**src/rtl/axi4lite_to_apb3_bridge.sv**
```systemverilog
// AXI4-Lite slave to APB3 master bridge, one transaction in flight, alternating write/read arbitration.
// Optional ACCESS-phase timeout is built in when APB_BRIDGE_TIMEOUT_EN is defined.
module axi4lite_to_apb3_bridge #(
  parameter int unsigned ADDR_W         = 11,
  parameter int unsigned TIMEOUT_CYCLES = 64
) (
  input  logic              clk,
  input  logic              rst,
  input  logic              s_awvalid,
  output logic              s_awready,
  input  logic [ADDR_W-1:0] s_awaddr,
  input  logic              s_wvalid,
  output logic              s_wready,
  input  logic [31:0]       s_wdata,
  input  logic [3:0]        s_wstrb,
  output logic              s_bvalid,
  input  logic              s_bready,
  output logic [1:0]        s_bresp,
  input  logic              s_arvalid,
  output logic              s_arready,
  input  logic [ADDR_W-1:0] s_araddr,
  output logic              s_rvalid,
  input  logic              s_rready,
  output logic [31:0]       s_rdata,
  output logic [1:0]        s_rresp,
  output logic              m_psel,
  output logic              m_penable,
  output logic              m_pwrite,
  output logic [ADDR_W-1:0] m_paddr,
  output logic [31:0]       m_pwdata,
  input  logic [31:0]       m_prdata,
  input  logic              m_pready,
  input  logic              m_pslverr
);

  localparam int unsigned DATA_W = 32;
  localparam int unsigned CNT_W  = 16;

  localparam logic [1:0] ST_IDLE   = 2'd0;
  localparam logic [1:0] ST_SETUP  = 2'd1;
  localparam logic [1:0] ST_ACCESS = 2'd2;
  localparam logic [1:0] ST_RESP   = 2'd3;

  localparam logic [1:0] RESP_OKAY   = 2'b00;
  localparam logic [1:0] RESP_SLVERR = 2'b10;

  logic [1:0]        r_state, w_state_nxt;
  logic              r_is_wr, w_is_wr_nxt;
  logic              r_prefer_wr, w_prefer_wr_nxt;
  logic              r_psel, w_psel_nxt;
  logic              r_penable, w_penable_nxt;
  logic              r_pwrite, w_pwrite_nxt;
  logic [ADDR_W-1:0] r_paddr, w_paddr_nxt;
  logic [DATA_W-1:0] r_pwdata, w_pwdata_nxt;
  logic              r_bvalid, w_bvalid_nxt;
  logic [1:0]        r_bresp, w_bresp_nxt;
  logic              r_rvalid, w_rvalid_nxt;
  logic [DATA_W-1:0] r_rdata, w_rdata_nxt;
  logic [1:0]        r_rresp, w_rresp_nxt;
`ifdef APB_BRIDGE_TIMEOUT_EN
  logic [CNT_W-1:0]  r_tmo_cnt, w_tmo_cnt_nxt;
`endif

  logic       w_idle, w_wr_pend, w_rd_pend, w_tie;
  logic       w_grant_wr, w_grant_rd;
  logic [1:0] w_apb_resp;
  logic       w_unused;

  // Grant only in IDLE and never while reset is asserted; ties go to the type not granted at the last tie.
  assign w_idle     = (r_state == ST_IDLE) && !rst;
  assign w_wr_pend  = s_awvalid && s_wvalid;
  assign w_rd_pend  = s_arvalid;
  assign w_tie      = w_idle && w_wr_pend && w_rd_pend;
  assign w_grant_wr = w_idle && w_wr_pend && (!w_rd_pend || r_prefer_wr);
  assign w_grant_rd = w_idle && w_rd_pend && (!w_wr_pend || !r_prefer_wr);
  assign w_apb_resp = m_pslverr ? RESP_SLVERR : RESP_OKAY;

  assign s_awready = w_grant_wr;
  assign s_wready  = w_grant_wr;
  assign s_arready = w_grant_rd;

  assign m_psel    = r_psel;
  assign m_penable = r_penable;
  assign m_pwrite  = r_pwrite;
  assign m_paddr   = r_paddr;
  assign m_pwdata  = r_pwdata;
  assign s_bvalid  = r_bvalid;
  assign s_bresp   = r_bresp;
  assign s_rvalid  = r_rvalid;
  assign s_rdata   = r_rdata;
  assign s_rresp   = r_rresp;

  // Address low bits are dropped by word alignment; the timeout value is only consumed by the timeout build.
  assign w_unused = ^{1'b0, s_awaddr[1:0], s_araddr[1:0], CNT_W'(TIMEOUT_CYCLES)};

  // Next-state and next-output logic.
  always_comb begin
    w_state_nxt     = r_state;
    w_is_wr_nxt     = r_is_wr;
    w_prefer_wr_nxt = r_prefer_wr;
    w_psel_nxt      = r_psel;
    w_penable_nxt   = r_penable;
    w_pwrite_nxt    = r_pwrite;
    w_paddr_nxt     = r_paddr;
    w_pwdata_nxt    = r_pwdata;
    w_bvalid_nxt    = r_bvalid;
    w_bresp_nxt     = r_bresp;
    w_rvalid_nxt    = r_rvalid;
    w_rdata_nxt     = r_rdata;
    w_rresp_nxt     = r_rresp;
`ifdef APB_BRIDGE_TIMEOUT_EN
    w_tmo_cnt_nxt   = r_tmo_cnt;
`endif
    case (r_state)
      ST_IDLE: begin
        if (w_tie) w_prefer_wr_nxt = !r_prefer_wr;
        if (w_grant_wr) begin
          w_is_wr_nxt = 1'b1;
          if (s_wstrb == 4'hF) begin
            w_state_nxt  = ST_SETUP;
            w_psel_nxt   = 1'b1;
            w_pwrite_nxt = 1'b1;
            w_paddr_nxt  = {s_awaddr[ADDR_W-1:2], 2'b00};
            w_pwdata_nxt = s_wdata;
          end else begin
            // Partial strobes are refused without touching the APB bus.
            w_state_nxt  = ST_RESP;
            w_bvalid_nxt = 1'b1;
            w_bresp_nxt  = RESP_SLVERR;
          end
        end else if (w_grant_rd) begin
          w_is_wr_nxt  = 1'b0;
          w_state_nxt  = ST_SETUP;
          w_psel_nxt   = 1'b1;
          w_pwrite_nxt = 1'b0;
          w_paddr_nxt  = {s_araddr[ADDR_W-1:2], 2'b00};
          w_pwdata_nxt = '0;
        end
      end
      ST_SETUP: begin
        w_state_nxt   = ST_ACCESS;
        w_penable_nxt = 1'b1;
`ifdef APB_BRIDGE_TIMEOUT_EN
        w_tmo_cnt_nxt = '0;
`endif
      end
      ST_ACCESS: begin
        if (m_pready) begin
          w_state_nxt   = ST_RESP;
          w_psel_nxt    = 1'b0;
          w_penable_nxt = 1'b0;
          if (r_is_wr) begin
            w_bvalid_nxt = 1'b1;
            w_bresp_nxt  = w_apb_resp;
          end else begin
            w_rvalid_nxt = 1'b1;
            w_rdata_nxt  = m_prdata;
            w_rresp_nxt  = w_apb_resp;
          end
        end
`ifdef APB_BRIDGE_TIMEOUT_EN
        else if (r_tmo_cnt == CNT_W'(TIMEOUT_CYCLES - 1)) begin
          w_state_nxt   = ST_RESP;
          w_psel_nxt    = 1'b0;
          w_penable_nxt = 1'b0;
          if (r_is_wr) begin
            w_bvalid_nxt = 1'b1;
            w_bresp_nxt  = RESP_SLVERR;
          end else begin
            w_rvalid_nxt = 1'b1;
            w_rdata_nxt  = '0;
            w_rresp_nxt  = RESP_SLVERR;
          end
        end else begin
          w_tmo_cnt_nxt = r_tmo_cnt + CNT_W'(1);
        end
`endif
      end
      ST_RESP: begin
        if (r_is_wr ? s_bready : s_rready) begin
          w_state_nxt  = ST_IDLE;
          w_bvalid_nxt = 1'b0;
          w_rvalid_nxt = 1'b0;
        end
      end
      default: w_state_nxt = ST_IDLE;
    endcase
  end

  // State and registered outputs.
  always_ff @(posedge clk) begin
    if (rst) begin
      r_state     <= ST_IDLE;
      r_is_wr     <= 1'b0;
      r_prefer_wr <= 1'b0;
      r_psel      <= 1'b0;
      r_penable   <= 1'b0;
      r_pwrite    <= 1'b0;
      r_paddr     <= '0;
      r_pwdata    <= '0;
      r_bvalid    <= 1'b0;
      r_bresp     <= 2'b00;
      r_rvalid    <= 1'b0;
      r_rdata     <= '0;
      r_rresp     <= 2'b00;
`ifdef APB_BRIDGE_TIMEOUT_EN
      r_tmo_cnt   <= '0;
`endif
    end else begin
      r_state     <= w_state_nxt;
      r_is_wr     <= w_is_wr_nxt;
      r_prefer_wr <= w_prefer_wr_nxt;
      r_psel      <= w_psel_nxt;
      r_penable   <= w_penable_nxt;
      r_pwrite    <= w_pwrite_nxt;
      r_paddr     <= w_paddr_nxt;
      r_pwdata    <= w_pwdata_nxt;
      r_bvalid    <= w_bvalid_nxt;
      r_bresp     <= w_bresp_nxt;
      r_rvalid    <= w_rvalid_nxt;
      r_rdata     <= w_rdata_nxt;
      r_rresp     <= w_rresp_nxt;
`ifdef APB_BRIDGE_TIMEOUT_EN
      r_tmo_cnt   <= w_tmo_cnt_nxt;
`endif
    end
  end

endmodule

```
**config.mk**
```make
export PLATFORM = sky130hd
export DESIGN_NAME = axi4lite_to_apb3_bridge
export DESIGN_NICKNAME = d
export VERILOG_FILES = /design/src/rtl/axi4lite_to_apb3_bridge.sv
export SDC_FILE = /design/constraint.sdc
export NUM_CORES = 1
export LEC_CHECK = 0
export CAP_MARGIN = 40
export CELL_PAD_IN_SITES_DETAIL_PLACEMENT = 0
export CELL_PAD_IN_SITES_GLOBAL_PLACEMENT = 1
export CORE_MARGIN = 2
export CORE_UTILIZATION = 27
export DETAILED_ROUTE_END_ITERATION = 8
export GPL_TIMING_DRIVEN = 1
export PLACE_DENSITY_LB_ADDON = 0.08
export SLEW_MARGIN = 40
export SYNTH_ARGS = -nofsm -noshare
export SYNTH_HDL_FRONTEND = slang
export SYNTH_SLANG_ARGS = --single-unit
```
**constraint.sdc**
```tcl
create_clock -name clk -period 2.2 [get_ports clk]
set_clock_uncertainty 0.05 [all_clocks]
set_input_delay 0.22 -clock clk [delete_from_list [all_inputs] [get_ports clk]]
set_output_delay 0.22 -clock clk [all_outputs]
set_load 0.005 [all_outputs]
```
## Word level (Yosys, flattened, before mapping)

Cells that the tools add are included.

- Output and inout port bits: 87
- Bits of input ports: 99
- Word-level logic and storage cells: 93
- Register bits after elaboration: 88

- Equality and inequality tests: 13
- Reductions and logical operators: 29
- Mux-type cells: 37
- Bitwise gates (word level): 1

Operators with widths:

| operator | count |
|---|---|
| $mux W32 | 3 |
| $mux W11 | 3 |
| $mux W2 | 10 |
| $mux W1 | 15 |
| $ne A2 B2 Y1 const B | 6 |
| $reduce_and A3 Y1 | 3 |
| $pmux W2 S4 | 1 |
| $reduce_and A4 Y1 | 2 |
| $reduce_bool A2 Y1 | 4 |
| $logic_and A1 B1 Y1 | 7 |
| $pmux W1 S2 | 3 |
| $reduce_and A2 Y1 | 3 |
| $reduce_and A6 Y1 | 1 |
| $reduce_and A5 Y1 | 1 |
| $eq A2 B2 Y1 const B | 2 |
| $eq A4 B4 Y1 const B | 1 |
| $logic_not A1 Y1 | 4 |
| $pmux W2 S2 | 1 |
| $ne A3 B2 Y1 const B | 1 |
| $ne A3 B3 Y1 const B | 1 |
| $pmux W1 S3 | 1 |
| $reduce_bool A3 Y1 | 1 |
| $eq A2 B1 Y1 const B | 1 |
| $logic_not A2 Y1 | 1 |
| other kinds (3) | 4 |

## Logic depth before layout (Yosys ltp)

- Depth in word-level cells: 7
- Depth in mapped cells: 9
- Mapped depth without buffers: 6

## Worst setup path before layout

No wires, ideal clock.

- Kind: register to register
- Start: register r_state[0]
- End: register r_rdata[2], in the netlist s_rdata[2]
- Clock period less this slack: 1.820 ns
- Arrival time: 1.637 ns
- Cell stages (with the launch flop): 10
- Slack: 0.380 ns
- Cell sequence: dfxtp_1 > inv_1 > ha_1 > clkbuf_1 > nand2_1 > or2_2 > clkbuf_1 > clkbuf_1 > nand2_1 > a21oi_1

- Word-level cells in the longest chain between the ends: 2

Ends and longest elaborated chain:

| what | line | source |
|---|---|---|
| from (decl) | 47 | `logic [1:0] r_state, w_state_nxt;` |
| from (signal assigned) | 210 | `r_state <= w_state_nxt;` |
| $eq A2 B2 Y1 | 114 | `case (r_state)` |
| $reduce_and A3 Y1 (no line) | - |  |
| to (signal assigned) | 221 | `r_rdata <= w_rdata_nxt;` |
| to (decl) | 58 | `logic [DATA_W-1:0] r_rdata, w_rdata_nxt;` |

Every way passes these cells.
A chain may end at the register's enable or synchronous reset.

## Worst setup path in the final report

- Start: register r_state[0]
- End: output port s_awready

- Word-level cells in the longest chain between the ends: 4

Ends and longest elaborated chain:

| what | line | source |
|---|---|---|
| $logic_not A2 Y1 | 70 | `assign w_idle = (r_state == ST_IDLE) && !rst;` |
| $logic_and A1 B1 Y1 | 70 |  |
| $logic_and A1 B1 Y1 (2 in a row) | 74 | `assign w_grant_wr = w_idle && w_wr_pend && (!w_rd_pend \|\| r_prefer_wr);` |
| to (decl) | 10 | `output logic s_awready,` |

Every way passes these cells.

==> summary.md <==
| Metric | Value |
|---|---|
| Nets | 686 |
| Final WL | 10.3 mm |
| Die area | 0.0136 mm² |
| Netlist cell types | 38 |
| CP startpoint kind | flop |
| First-pass GRT wire length | 16.0 mm |
| Hold Violations, Final | 0 |
| Die width | 116 µm |
| Setup-failing EPs final | 0 |
| Pre-antenna DRT Iters | 4 |
| Seq cells post-synth | 84 |
| Seq/Total Area, Yosys | 0.493 |
| # H-tree levels | 3 |
| Starting Density | 0.274 |
| FF-to-FF setup slack | 0.30 ns |
| Setup tns final | 0 ns |
| Post-synth EDFFs | 0 |
| Clk_lat worst skew | 0.33 ns |
| Most common cell after layout, fill and taps aside | clkdlybuf4s50_1 |
| Kind of critical path | flop to output pin |
| RSZ-0062 raised after global routing | no |
| Commonest non-fill, non-tap cells in the layout | clkdlybuf4s50_1 (176), nand2_1 (102), a21oi_1 (85), dfxtp_1 (84), o21ai_0 (29) |
| Clk sinks | 84 |
| Post-synth ARST share | 0 |
| CTS tree | built |
| Ratio of total power to cell area | 833 mW/mm² |
| CP max stage cell | clkdlybuf4s50_1 |
| Min Clock Period, post-route | 2.08 ns |
| Top FF cell, synth | dfxtp_1 |
| Part of the cycle the worst path needs | 0.946 |
| Mapped Area | 0.00341 mm² |
| Mapped Avg Cell Area | 8.35 µm² |
| IO buf count | 177 |
| Synth Instances | 409 |
| Grt ovf | 0 |
| Max Clk Rate | 0.480 GHz |
| Worst slew pin tran | 0.738 ns |
| CP endpoint | s_awready |
| Final Instance Area | 0.00568 mm² |
| Die Ht | 116 µm |
| Biggest area consumer among synthesized cells | dfxtp_1 |
| Syn-to-layout area delta | 66.4% |
| Number of diodes | 0 |
| Leakage | 1.92 nW |
| Root Driver | clkbuf_16 |
| Status | finished, final reports clean |
| R2r worst-path depth | 6 |
| # hold bufs at CTS | 0 |
| Antenna Nets Post-Route | 0 |
| Clock-pin slew on the worst setup and hold paths | 0.06 ns |
| Top Ports | 186 |
| Site Rows | 41 |
| DR DRC count | 0 |
| Avg WL per Cell | 13.5 µm |
| Final hold slack | 0.274 ns |
| Max Slew Vio Count | 0 |
| Peak VDD IR | 0.494 mV |
| Synth top area share | 0.493 |
| Area of placed instances | 0.00534 mm² |
| Ys Warns | 0 |
| Share of layout cells above drive strength 1 | 0.0784 |
| Crit Path Max Fanout | 6 |
| R2r startpoint | r_state[0] |
| Vias | 3393 |
| Detail Placement HPWL | 7.10 mm |
| R2R Path End | s_bvalid |
| Max-cap violation count | 0 |
| CP required | 1.93 ns |
| Initial antenna violation count | 0 |
| Critical Path Sink Type | output pin |
| CTS max path bufs | 2 |
| WP data arrival | 1.81 ns |
| CTS Buf Count | 9 |
| Critical path origin | r_state[0] |
| Max_slew headroom | 0.508 |
| Critical path cell sequence | inv_2 -> ha_4 -> nand2b_4 -> nor3_4 -> clkdlybuf4s50_1 |
| Slowest cell delay on critical path | 0.55 ns |
| Top post-synthesis cells by area | dfxtp_1 (49%), a21oi_1 (12%), nand2_1 (11%) |
| Vias per cell | 4.47 |
| GPL Wtd Cong | 0.715 |
| Largest net degree at the start of global routing | 66 |
| Vias in the first global route | 3262 |
| Total GRT Usage | 0.152 |
| FILL cells | 1287 |
| Worst min path class | input port to flop |
| Drt initial violations | 128 |
| Core area | 0.0125 mm² |
synth_stat cells (all sizes together), types with 5 or more instances:
master / instances
a211oi: 9
a21oi: 85
buf: 17
clkbuf: 18
dfxtp: 84
ha: 5
mux2i: 10
nand2: 103
nor2: 6
o21ai: 36
cell type report:
| cell class | count | area (µm²) | share of cell area |
|---|---|---|---|
| repair buffers | 194 | 1910 | 0.336 |
| flip-flops and latches | 84 | 1680 | 0.296 |
| multi-input cells | 289 | 1550 | 0.272 |
| clock buffers | 13 | 270 | 0.0476 |
| well taps | 172 | 215 | 0.0379 |
| clock inverters | 3 | 43.8 | 0.00771 |
| inverters | 4 | 15.0 | 0.00264 |
what timing repair did:
action | in CTS | in global routing
setup endpoints to repair | 3 | 3
pin swaps | 1 | 0
gates resized for setup | 2 | 3
buffers inserted | 1 | 0
metal layers:
layer / vias to the layer above / routed length [µm] / GRT usage
li1: 1736 / - / -
met1: 1532 / 4550 / 0.184
met2: 114 / 4620 / 0.241
met3: 11 / 936 / 0.0560
met4: 0 / 168 / 0.0651
met5: - / 0 / 0
kinds of logic after synthesis:
group,count (synthesis),synth area share
DFF,84,0.493
and+or+nand+nor,130,0.169
muxes,10,0.0293
other,1,0.00110
adders and majority gates,5,0.0183
AOI/OAI and AO/OA,140,0.226
buffers and inverters,39,0.0634
how the worst min path moves through the flow:
stage                 from           to  slack [ns]  depth (start not counted)
2_1_floorplan  m_prdata[0]   s_rdata[0]        0.31                          2
3_3_place_gp   s_rdata[14]  s_rdata[14]        0.39                          2
3_5_place_dp   s_rdata[11]  s_rdata[11]        0.40                          2
4_1_cts                rst   m_paddr[4]        0.26                          3
5_1_grt                rst   s_rresp[1]        0.28                          3
6_report               rst   s_rresp[1]        0.27                          3
sequential cells by signal (all words and copies together) (netlist names), 2 cells and up:
register  flops
r_state       2
s_rdata      32
m_paddr       9
m_pwdata     32
worst max-delay path: cells and delay by family, from the launching register on:
family,cells,cell delay (ns)
AND/OR/NAND/NOR,2,0.28
flip-flops,1,0.34
buffers and inverters,2,0.66
adder cells (fa/ha/maj),1,0.19
power breakdown:
group	internal, W	switching (W)
registers	0.00168	0.0000962
logic	0.000716	0.000667
clock network	0.000973	0.000592
metrics by stage:
stage	worst slack [ns]	power, W	cells	utilization
final	0.118	0.00473	759	0.456
after global routing	0.00151	0.00502	759	0.456
after floorplan	0.380	0.00251	412	-
after detailed placement	0.141	0.00317	742	0.428
after global placement	0.159	0.00316	742	0.428
after CTS	0.0176	0.00482	759	0.455
Power figures use the tool's default switching activity.
